**config.mk**
```make
export PLATFORM = sky130hd
export DESIGN_NAME = iir_biquad_cascade_mux
export DESIGN_NICKNAME = d
export VERILOG_FILES = /design/src/rtl/iir_pkg.sv /design/src/rtl/iir_mac_sat.sv /design/src/rtl/iir_biquad_cascade_mux.sv
export SDC_FILE = /design/constraint.sdc
export NUM_CORES = 2
export LEC_CHECK = 0
export ABC_AREA = 1
export BUFFER_PORTS_ARGS = -buffer_cell sky130_fd_sc_hd__buf_2
export CORE_MARGIN = 2
export CORE_UTILIZATION = 64
export CTS_CLUSTER_DIAMETER = 80
export DETAILED_ROUTE_END_ITERATION = 8
export GPL_TIMING_DRIVEN = 0
export PLACE_DENSITY = 0.81
export REMOVE_ABC_BUFFERS = 1
export SLEW_MARGIN = 20
export SYNTH_ARGS = -nofsm -noshare
export SYNTH_HDL_FRONTEND = slang
export SYNTH_SLANG_ARGS = --single-unit
```
**constraint.sdc**
```tcl
create_clock -name clk_i -period 8.5 [get_ports clk_i]
set_input_delay 1.275 -clock clk_i [delete_from_list [all_inputs] [get_ports clk_i]]
set_output_delay 1.275 -clock clk_i [all_outputs]
set_load 0.05 [all_outputs]
```
**src/rtl/iir_pkg.sv**
```systemverilog
// Shared types and helpers for the time-multiplexed biquad cascade.
package iir_pkg;

  typedef enum logic [2:0] {S_IDLE, S_MAC, S_DRAIN, S_WB, S_OUT} state_t;
  typedef enum logic [2:0] {B0, B1, B2, A1, A2} tap_t;

  localparam int unsigned N_TAPS = 5;

  function automatic int unsigned coef_aw(input int unsigned n_sec);
    return (N_TAPS * n_sec > 1) ? $clog2(N_TAPS * n_sec) : 1;
  endfunction

  // Passthrough section: b0 = 1.0, everything else 0.
  function automatic logic [31:0] pass_coef(input int unsigned tap, input int unsigned frac);
    return (tap == 0) ? (32'd1 << frac) : 32'd0;
  endfunction

endpackage

```
**src/rtl/iir_mac_sat.sv**
```systemverilog
// Registered multiply, load/add accumulator, round-half-up shift and saturate.
module iir_mac_sat #(
  parameter int DATA_W    = 16,
  parameter int COEF_W    = 16,
  parameter int COEF_FRAC = 14,
  parameter int ACC_W     = 36
) (
  input  logic                     clk_i,
  input  logic                     reset_i,
  input  logic                     mul_en_i,
  input  logic                     first_i,
  input  logic                     neg_i,
  input  logic signed [DATA_W-1:0] data_i,
  input  logic signed [COEF_W-1:0] coef_i,
  output logic signed [DATA_W-1:0] y_o,
  output logic                     sat_o
);

  localparam int PW = DATA_W + COEF_W;
  localparam logic signed [ACC_W-1:0] HALF = ACC_W'(1) << (COEF_FRAC - 1);
  localparam logic signed [ACC_W-1:0] MAXV = {{(ACC_W-DATA_W+1){1'b0}}, {(DATA_W-1){1'b1}}};
  localparam logic signed [ACC_W-1:0] MINV = {{(ACC_W-DATA_W+1){1'b1}}, {(DATA_W-1){1'b0}}};

  logic signed [PW-1:0]    prod_q;
  logic                    vld_q, first_q, neg_q;
  logic signed [ACC_W-1:0] acc_q, acc_d;
  logic signed [ACC_W-1:0] prod_ext, term, rnd, shf;

  assign prod_ext = ACC_W'(prod_q);
  assign term     = neg_q ? -prod_ext : prod_ext;

  // The product stage carries its own valid/first flags one cycle behind the tap.
  always_comb begin
    acc_d = acc_q;
    if (vld_q) acc_d = first_q ? term : acc_q + term;
  end

  always_ff @(posedge clk_i) begin
    if (reset_i) begin
      prod_q  <= '0;
      vld_q   <= 1'b0;
      first_q <= 1'b0;
      neg_q   <= 1'b0;
      acc_q   <= '0;
    end else begin
      if (mul_en_i) prod_q <= PW'(data_i) * PW'(coef_i);
      vld_q   <= mul_en_i;
      first_q <= first_i;
      neg_q   <= neg_i;
      acc_q   <= acc_d;
    end
  end

  assign rnd = acc_q + HALF;
  assign shf = rnd >>> COEF_FRAC;

  always_comb begin
    sat_o = 1'b0;
    y_o   = DATA_W'(shf);
    if (shf > MAXV) begin
      sat_o = 1'b1;
      y_o   = {1'b0, {(DATA_W-1){1'b1}}};
    end else if (shf < MINV) begin
      sat_o = 1'b1;
      y_o   = {1'b1, {(DATA_W-1){1'b0}}};
    end
  end

endmodule

```
**src/rtl/iir_biquad_cascade_mux.sv**
```systemverilog
// Multi-channel DF-I biquad cascade sharing one MAC; 7 cycles per section plus one output cycle.
module iir_biquad_cascade_mux
  import iir_pkg::*;
#(
  parameter  int DATA_W     = 16,
  parameter  int COEF_W     = 16,
  parameter  int COEF_FRAC  = 14,
  parameter  int N_SECTIONS = 4,
  parameter  int N_CHANNELS = 2,
  parameter  int ACC_W      = 36,
  localparam int CH_W       = (N_CHANNELS > 1) ? $clog2(N_CHANNELS) : 1,
  localparam int AW         = coef_aw(N_SECTIONS)
) (
  input  logic              clk_i,
  input  logic              reset_i,
  input  logic              sample_valid_i,
  input  logic [CH_W-1:0]   sample_ch_i,
  input  logic [DATA_W-1:0] sample_in_i,
  input  logic              bypass_i,
  input  logic              coef_wr_en_i,
  input  logic [AW-1:0]     coef_wr_addr_i,
  input  logic [COEF_W-1:0] coef_wr_data_i,
  input  logic              coef_commit_i,
  output logic              out_valid_o,
  output logic [CH_W-1:0]   out_ch_o,
  output logic [DATA_W-1:0] out_data_o,
  output logic              busy_o,
  output logic              overrun_o,
  output logic              sat_o
);

  localparam int NC = N_TAPS * N_SECTIONS;
  localparam int NH = N_CHANNELS * N_SECTIONS;
  localparam int HW = (NH > 1) ? $clog2(NH) : 1;
  localparam int SW = (N_SECTIONS > 1) ? $clog2(N_SECTIONS) : 1;

  typedef struct packed {
    logic [CH_W-1:0]          ch;
    logic                     byp;
    logic signed [DATA_W-1:0] x;
  } req_t;

  state_t                   state_q, state_d;
  tap_t                     tap_q;
  logic [SW-1:0]            sect_q;
  req_t                     req_q;
  logic signed [DATA_W-1:0] x_q;
  logic                     sat_acc_q, commit_pend_q;

  logic [COEF_W-1:0]        coef_act_q [NC];
  logic [COEF_W-1:0]        coef_shd_q [NC];
  logic [COEF_W-1:0]        coef_shd_d [NC];
  // Per channel/section history: 0=x1, 1=x2, 2=y1, 3=y2.
  logic signed [DATA_W-1:0] hist_q [NH][4];

  logic                     out_valid_q, overrun_q, sat_q;
  logic [CH_W-1:0]          out_ch_q;
  logic [DATA_W-1:0]        out_data_q;

  logic                     ch_ok, accept, last_sect;
  logic                     mac_en, mac_first, mac_neg, wb_en, out_fire, busy;
  logic [HW-1:0]            hidx;
  logic [AW-1:0]            caddr;
  logic signed [DATA_W-1:0] mac_data, mac_y;
  logic signed [COEF_W-1:0] mac_coef;
  logic                     mac_sat;

  assign ch_ok     = {1'b0, sample_ch_i} < (CH_W+1)'(N_CHANNELS);
  assign accept    = (state_q == S_IDLE) && sample_valid_i && ch_ok;
  assign last_sect = sect_q == SW'(N_SECTIONS - 1);

  always_ff @(posedge clk_i) begin
    if (reset_i) state_q <= S_IDLE;
    else         state_q <= state_d;
  end

  always_comb begin
    state_d = state_q;
    unique case (state_q)
      S_IDLE:  if (accept) state_d = S_MAC;
      S_MAC:   if (tap_q == A2) state_d = S_DRAIN;
      S_DRAIN: state_d = S_WB;
      S_WB:    state_d = last_sect ? S_OUT : S_MAC;
      S_OUT:   state_d = S_IDLE;
      default: state_d = S_IDLE;
    endcase
  end

  always_comb begin
    mac_en   = 1'b0;
    wb_en    = 1'b0;
    out_fire = 1'b0;
    busy     = 1'b1;
    case (state_q)
      S_IDLE:  busy     = 1'b0;
      S_MAC:   mac_en   = 1'b1;
      S_WB:    wb_en    = 1'b1;
      S_OUT:   out_fire = 1'b1;
      default: ;
    endcase
  end

  assign mac_first = tap_q == B0;
  assign mac_neg   = (tap_q == A1) || (tap_q == A2);

  always_comb begin
    hidx     = HW'(int'(req_q.ch) * N_SECTIONS + int'(sect_q));
    caddr    = AW'(int'(sect_q) * N_TAPS + int'(tap_q));
    mac_coef = coef_act_q[caddr];
    case (tap_q)
      B1:      mac_data = hist_q[hidx][0];
      B2:      mac_data = hist_q[hidx][1];
      A1:      mac_data = hist_q[hidx][2];
      A2:      mac_data = hist_q[hidx][3];
      default: mac_data = x_q;
    endcase
  end

  // The shadow write is visible to a copy happening in the same cycle.
  always_comb begin
    coef_shd_d = coef_shd_q;
    if (coef_wr_en_i && ({1'b0, coef_wr_addr_i} < (AW+1)'(NC)))
      coef_shd_d[coef_wr_addr_i] = coef_wr_data_i;
  end

  iir_mac_sat #(
    .DATA_W   (DATA_W),
    .COEF_W   (COEF_W),
    .COEF_FRAC(COEF_FRAC),
    .ACC_W    (ACC_W)
  ) u_mac (
    .clk_i   (clk_i),
    .reset_i (reset_i),
    .mul_en_i(mac_en),
    .first_i (mac_first),
    .neg_i   (mac_neg),
    .data_i  (mac_data),
    .coef_i  (mac_coef),
    .y_o     (mac_y),
    .sat_o   (mac_sat)
  );

  always_ff @(posedge clk_i) begin
    if (reset_i) begin
      tap_q         <= B0;
      sect_q        <= '0;
      req_q         <= '0;
      x_q           <= '0;
      sat_acc_q     <= 1'b0;
      commit_pend_q <= 1'b0;
      out_valid_q   <= 1'b0;
      overrun_q     <= 1'b0;
      sat_q         <= 1'b0;
      out_ch_q      <= '0;
      out_data_q    <= '0;
      for (int i = 0; i < NC; i++) begin
        coef_act_q[i] <= COEF_W'(pass_coef(i % N_TAPS, COEF_FRAC));
        coef_shd_q[i] <= COEF_W'(pass_coef(i % N_TAPS, COEF_FRAC));
      end
      for (int h = 0; h < NH; h++)
        for (int k = 0; k < 4; k++) hist_q[h][k] <= '0;
    end else begin
      coef_shd_q    <= coef_shd_d;
      commit_pend_q <= coef_commit_i | (commit_pend_q & ~accept);
      out_valid_q   <= out_fire;
      sat_q         <= out_fire & sat_acc_q & ~req_q.byp;
      overrun_q     <= sample_valid_i & ch_ok & busy;

      if (accept) begin
        req_q.ch  <= sample_ch_i;
        req_q.byp <= bypass_i;
        req_q.x   <= sample_in_i;
        x_q       <= sample_in_i;
        tap_q     <= B0;
        sect_q    <= '0;
        sat_acc_q <= 1'b0;
        if (commit_pend_q) coef_act_q <= coef_shd_d;
      end

      if (mac_en) tap_q <= (tap_q == A2) ? B0 : tap_t'(tap_q + 3'd1);

      if (wb_en) begin
        x_q    <= mac_y;
        sect_q <= sect_q + 1'b1;
        if (!req_q.byp) begin
          sat_acc_q       <= sat_acc_q | mac_sat;
          hist_q[hidx][1] <= hist_q[hidx][0];
          hist_q[hidx][0] <= x_q;
          hist_q[hidx][3] <= hist_q[hidx][2];
          hist_q[hidx][2] <= mac_y;
        end
      end

      if (out_fire) begin
        out_data_q <= req_q.byp ? req_q.x : x_q;
        out_ch_q   <= req_q.ch;
      end
    end
  end

  assign out_valid_o = out_valid_q;
  assign out_ch_o    = out_ch_q;
  assign out_data_o  = out_data_q;
  assign busy_o      = busy;
  assign overrun_o   = overrun_q;
  assign sat_o       = sat_q;

endmodule
```
==> results.py <==
metrics = {
    "yosys": {
        "seq_area_frac_synth_pct": 45.8,
        "syn_avg_cell_area_um2": 8.11,
        "synth_cells": 8324,
        "synth_top_area_share_pct": 23.0,
        "yosysMostFrequentCell": "nor2_1",
        "yosys.area.top_type": "dfxtp_1",
        "yosys.cell_types.count": 62,
        "ys.flop_type": "dfxtp_1",
        "synth_commonest_cells": "nor2_1 (1614), nand2_1 (1565), inv_1 (988)",
        "yosys_warnings": 0,
        "synth-edff-count": 512,
        "async_flop_share_pct": 0,
        "syn_area_um2": 67500,
        "synth_area_leaders": "dfxtp_1 (23%), edfxtp_1 (23%), nor2_1 (9.0%)",
        "ys_ff_latch": 1287,
    },
    "cts": {
        "cts_buffers": 134,
        "cts_tree": "yes",
        "clk_pin_slew_worst_paths_ns": 0.06,
        "clockBufferDepth": 3,
        "htree_levels": 4,
        "insertion_delay_ns": 0.79,
        "clockRootBuffer": "clkbuf_16",
        "cts_num_sinks": 1287,
        "postCtsHoldBufs": 0,
    },
    "power": {
        "powerDensity_nw_per_um2": 293,
        "ir_drop_mv": 0.377,
        "p_sw_share_pct": 39.7,
        "sequentialPowerShare_pct": 31.6,
        "p_comb_share_pct": 41.7,
        "clkPwrFrac_pct": 26.8,
        "switchingPower_w": 0.00869,
        "power_leakage_nw": 32.9,
        "internal_power_w": 0.0132,
    },
    "setup_path": {
        "cp-start-kind": "register",
        "cp.required_ns": 9.20,
        "crit_type": "register to register",
        "worstSetupStartpoint": "tap_q[0]",
        "r2r-start": "tap_q[0]",
        "r2r_setup_slack_ns": 0.07,
        "worstPathArrival_ns": 9.13,
        "critPathCaptureType": "register",
        "cp_max_fo": 27,
    },
    "finish": {
        "areaGrowthSynthToFinish_pct": 10.8,
        "fin_util_pct": 71.3,
        "final_nets": 8604,
        "fillerInstances": 7735,
        "drive_above_1_share_pct": 7.71,
        "final_area_um2": 74800,
    },
    "flow_run": {
        "cap_viol_max_count": 0,
    },
    "route": {
        "num_vias": 58741,
        "wire_per_inst_um": 21.2,
        "via_per_inst": 6.08,
        "firstDrtPassIters": 7,
        "drc": 0,
        "drtIter0Drc": 7776,
        "ant_nets": 0,
        "drt_wl_total_mm": 205,
    },
    "sta": {
        "period_needed_ns": 8.43,
        "finalHoldViolations": 0,
        "relSlewSlack_pct": 31.4,
        "period_share_pct": 99.2,
        "slew_viol_final": 0,
        "worstMarginPinSlew_ns": 1.03,
        "setup_viol": 0,
        "clock.fmax_mhz": 119,
        "setup_tns_ns": 0,
        "whs_ns": 0.446,
        "skew_ns": 0.0425,
    },
    "grt": {
        "antenna_found_initial": 7,
        "grt_pass1_wl_mm": 315,
        "grt_usage_pct": 37.4,
        "gr-total-overflow": 0,
        "grt_pass1_vias": 56717,
        "grt_max_degree": 139,
    },
    "min_path": {
        "holdCritPathClass": "register to register",
        "min_from": "coef_shd_q[238]",
    },
    "die": {
        "fp.dieW_um": 329,
        "die_h_um": 329,
        "rows": 119,
        "core_area_um2": 105000,
        "initial_core_util_pct": 64.3,
        "num_io_pins": 65,
        "dieArea_um2": 108000,
    },
    "place": {
        "place_congestion": 0.966,
        "io_buffers": 64,
        "dp_hpwl_mm": 123,
        "dpl_cell_area_um2": 69000,
    },
    "status": {
        "outcome": "completed",
    },
}
-- worst paths after layout --
path | to | depth (start not counted)
setup / recovery | u_mac.prod_q[23] | 27
hold / removal | coef_shd_q[238] | 2
setup reg to reg | u_mac.prod_q[23] | 27
hold reg to reg | coef_shd_q[238] | 2
-- power groups by stage --
| stage | clock network (W) | logic [W] | registers [W] |
|---|---|---|---|
| 2_1_floorplan | 0 | 0.00545 | 0.00697 |
| 6_report | 0.00586 | 0.00913 | 0.00692 |
| 4_1_cts | 0.00585 | 0.00811 | 0.00691 |
| 3_3_place_gp | 0 | 0.00787 | 0.00704 |
| 3_5_place_dp | 0 | 0.00785 | 0.00704 |
| 5_1_grt | 0.00611 | 0.00998 | 0.00694 |
-- layout by cell type (no fill, tap or decap), types with 13 or more instances in the layout --
cell and instances:
o21ai_0 243, edfxtp_1 512, a22oi_1 68, clkinvlp_4 16, buf_12 21, ha_4 15, dfxtp_1 768, a32o_1 15
nand4_1 76, inv_1 968, or2_2 13, nor2_4 14, nand2_4 18, clkbuf_16 138, buf_4 68, nor3_1 17
xnor2_1 20, a22o_1 19, nand3_1 200, o211ai_1 343, ha_1 106, clkinv_1 25, clkbuf_8 20, a21oi_1 636
buf_2 63, nand2_2 24, clkinv_2 17, clkbuf_1 42, o21ai_1 18, nand2_1 1524, fa_1 253, a31oi_1 21
o221ai_1 17, inv_2 27, xor2_1 47, buf_16 32, nand3_2 15, nor2_1 1603
-- sequential cells by signal, indices dropped and copies added, names as in the netlist, 16 cells and up --
name,count
x_q,16
u_mac.acc_q,36
coef_shd_q,320
out_data_o,16
u_mac.prod_q,32
hist_q,512
req_q,18
coef_act_q,320
-- logic make-up (layout without fill, tap and decap cells) --
kind of cell	count (synthesis)	in the layout	synth area share, %
AOI/OAI and AO/OA	1495	1495	13.4
buffers and inverters	1533	1482	8.97
xor gates and xnor gates	69	69	0.906
DFF	1287	1287	45.8
adders and majority gates	395	395	10.3
other	0	3	0
and+or+nand+nor	3545	3545	20.7
-- metal layers --
layer | routed length (um) | GRT usage [%] | share of wire [%] | up-vias
li1 | - | - | - | 26601
met1 | 76900 | 49.9 | 37 | 27579
met2 | 91300 | 57.8 | 44 | 3737
met3 | 26500 | 9.23 | 13 | 816
met4 | 10600 | 17.6 | 5.1 | 8
met5 | 59 | 0 | 0.029 | -
-- final cells by class --
cell class	instances	area, um2	share of cell area, %
Multi-Input combinational cell	5504	31400	42.0
Sequential cell	1287	30900	41.3
Inverter	1041	4100	5.48
Clock buffer	200	3870	5.17
Timing Repair Buffer	194	2290	3.06
Tap cell	1391	1740	2.33
Clock inverter	44	473	0.632
Timing Repair inverter	3	22.5	0.0301
Antenna cell	3	7.51	0.0100
-- stage by stage --
stage                     total power (W)  setup WS, ns  instances
after floorplan                    0.0124         -3.56       7832
after global placement             0.0149        -15.56       9287
after detailed placement           0.0149         -2.17       9336
after CTS                          0.0209      0.000610       9631
after global routing               0.0230        -0.113       9666
final                              0.0219        0.0709       9667
-- repair_timing --
item,in CTS,in global routing
pin swaps,15,25
setup endpoints to repair,25,21
resized for setup,71,110
hold endpoints to repair,0,0
buffers inserted,49,30
gates cloned,2,3
-- critical path: stages (launching register included) --
cell and delay, ns:
dfxtp_1 0.46, ha_1 0.21, nand2_2 0.27, clkinvlp_4 0.28
nor2_1 0.10, nand2_4 0.34, clkinv_2 0.37, a21oi_1 0.21
nand4_1 0.49, nand2_2 0.50, nor2_1 0.15, fa_1 0.52
inv_1 0.06, fa_1 0.48, fa_1 0.53, fa_2 0.61
fa_1 0.46, fa_1 0.51, inv_1 0.05, ha_2 0.39
nand4_1 0.20, buf_4 0.19, nor2_1 0.22, nand4_1 0.19
a31o_2 0.29, nand3_1 0.07, o211ai_1 0.08, inv_1 0.07
(Power assumes the default switching activity.)
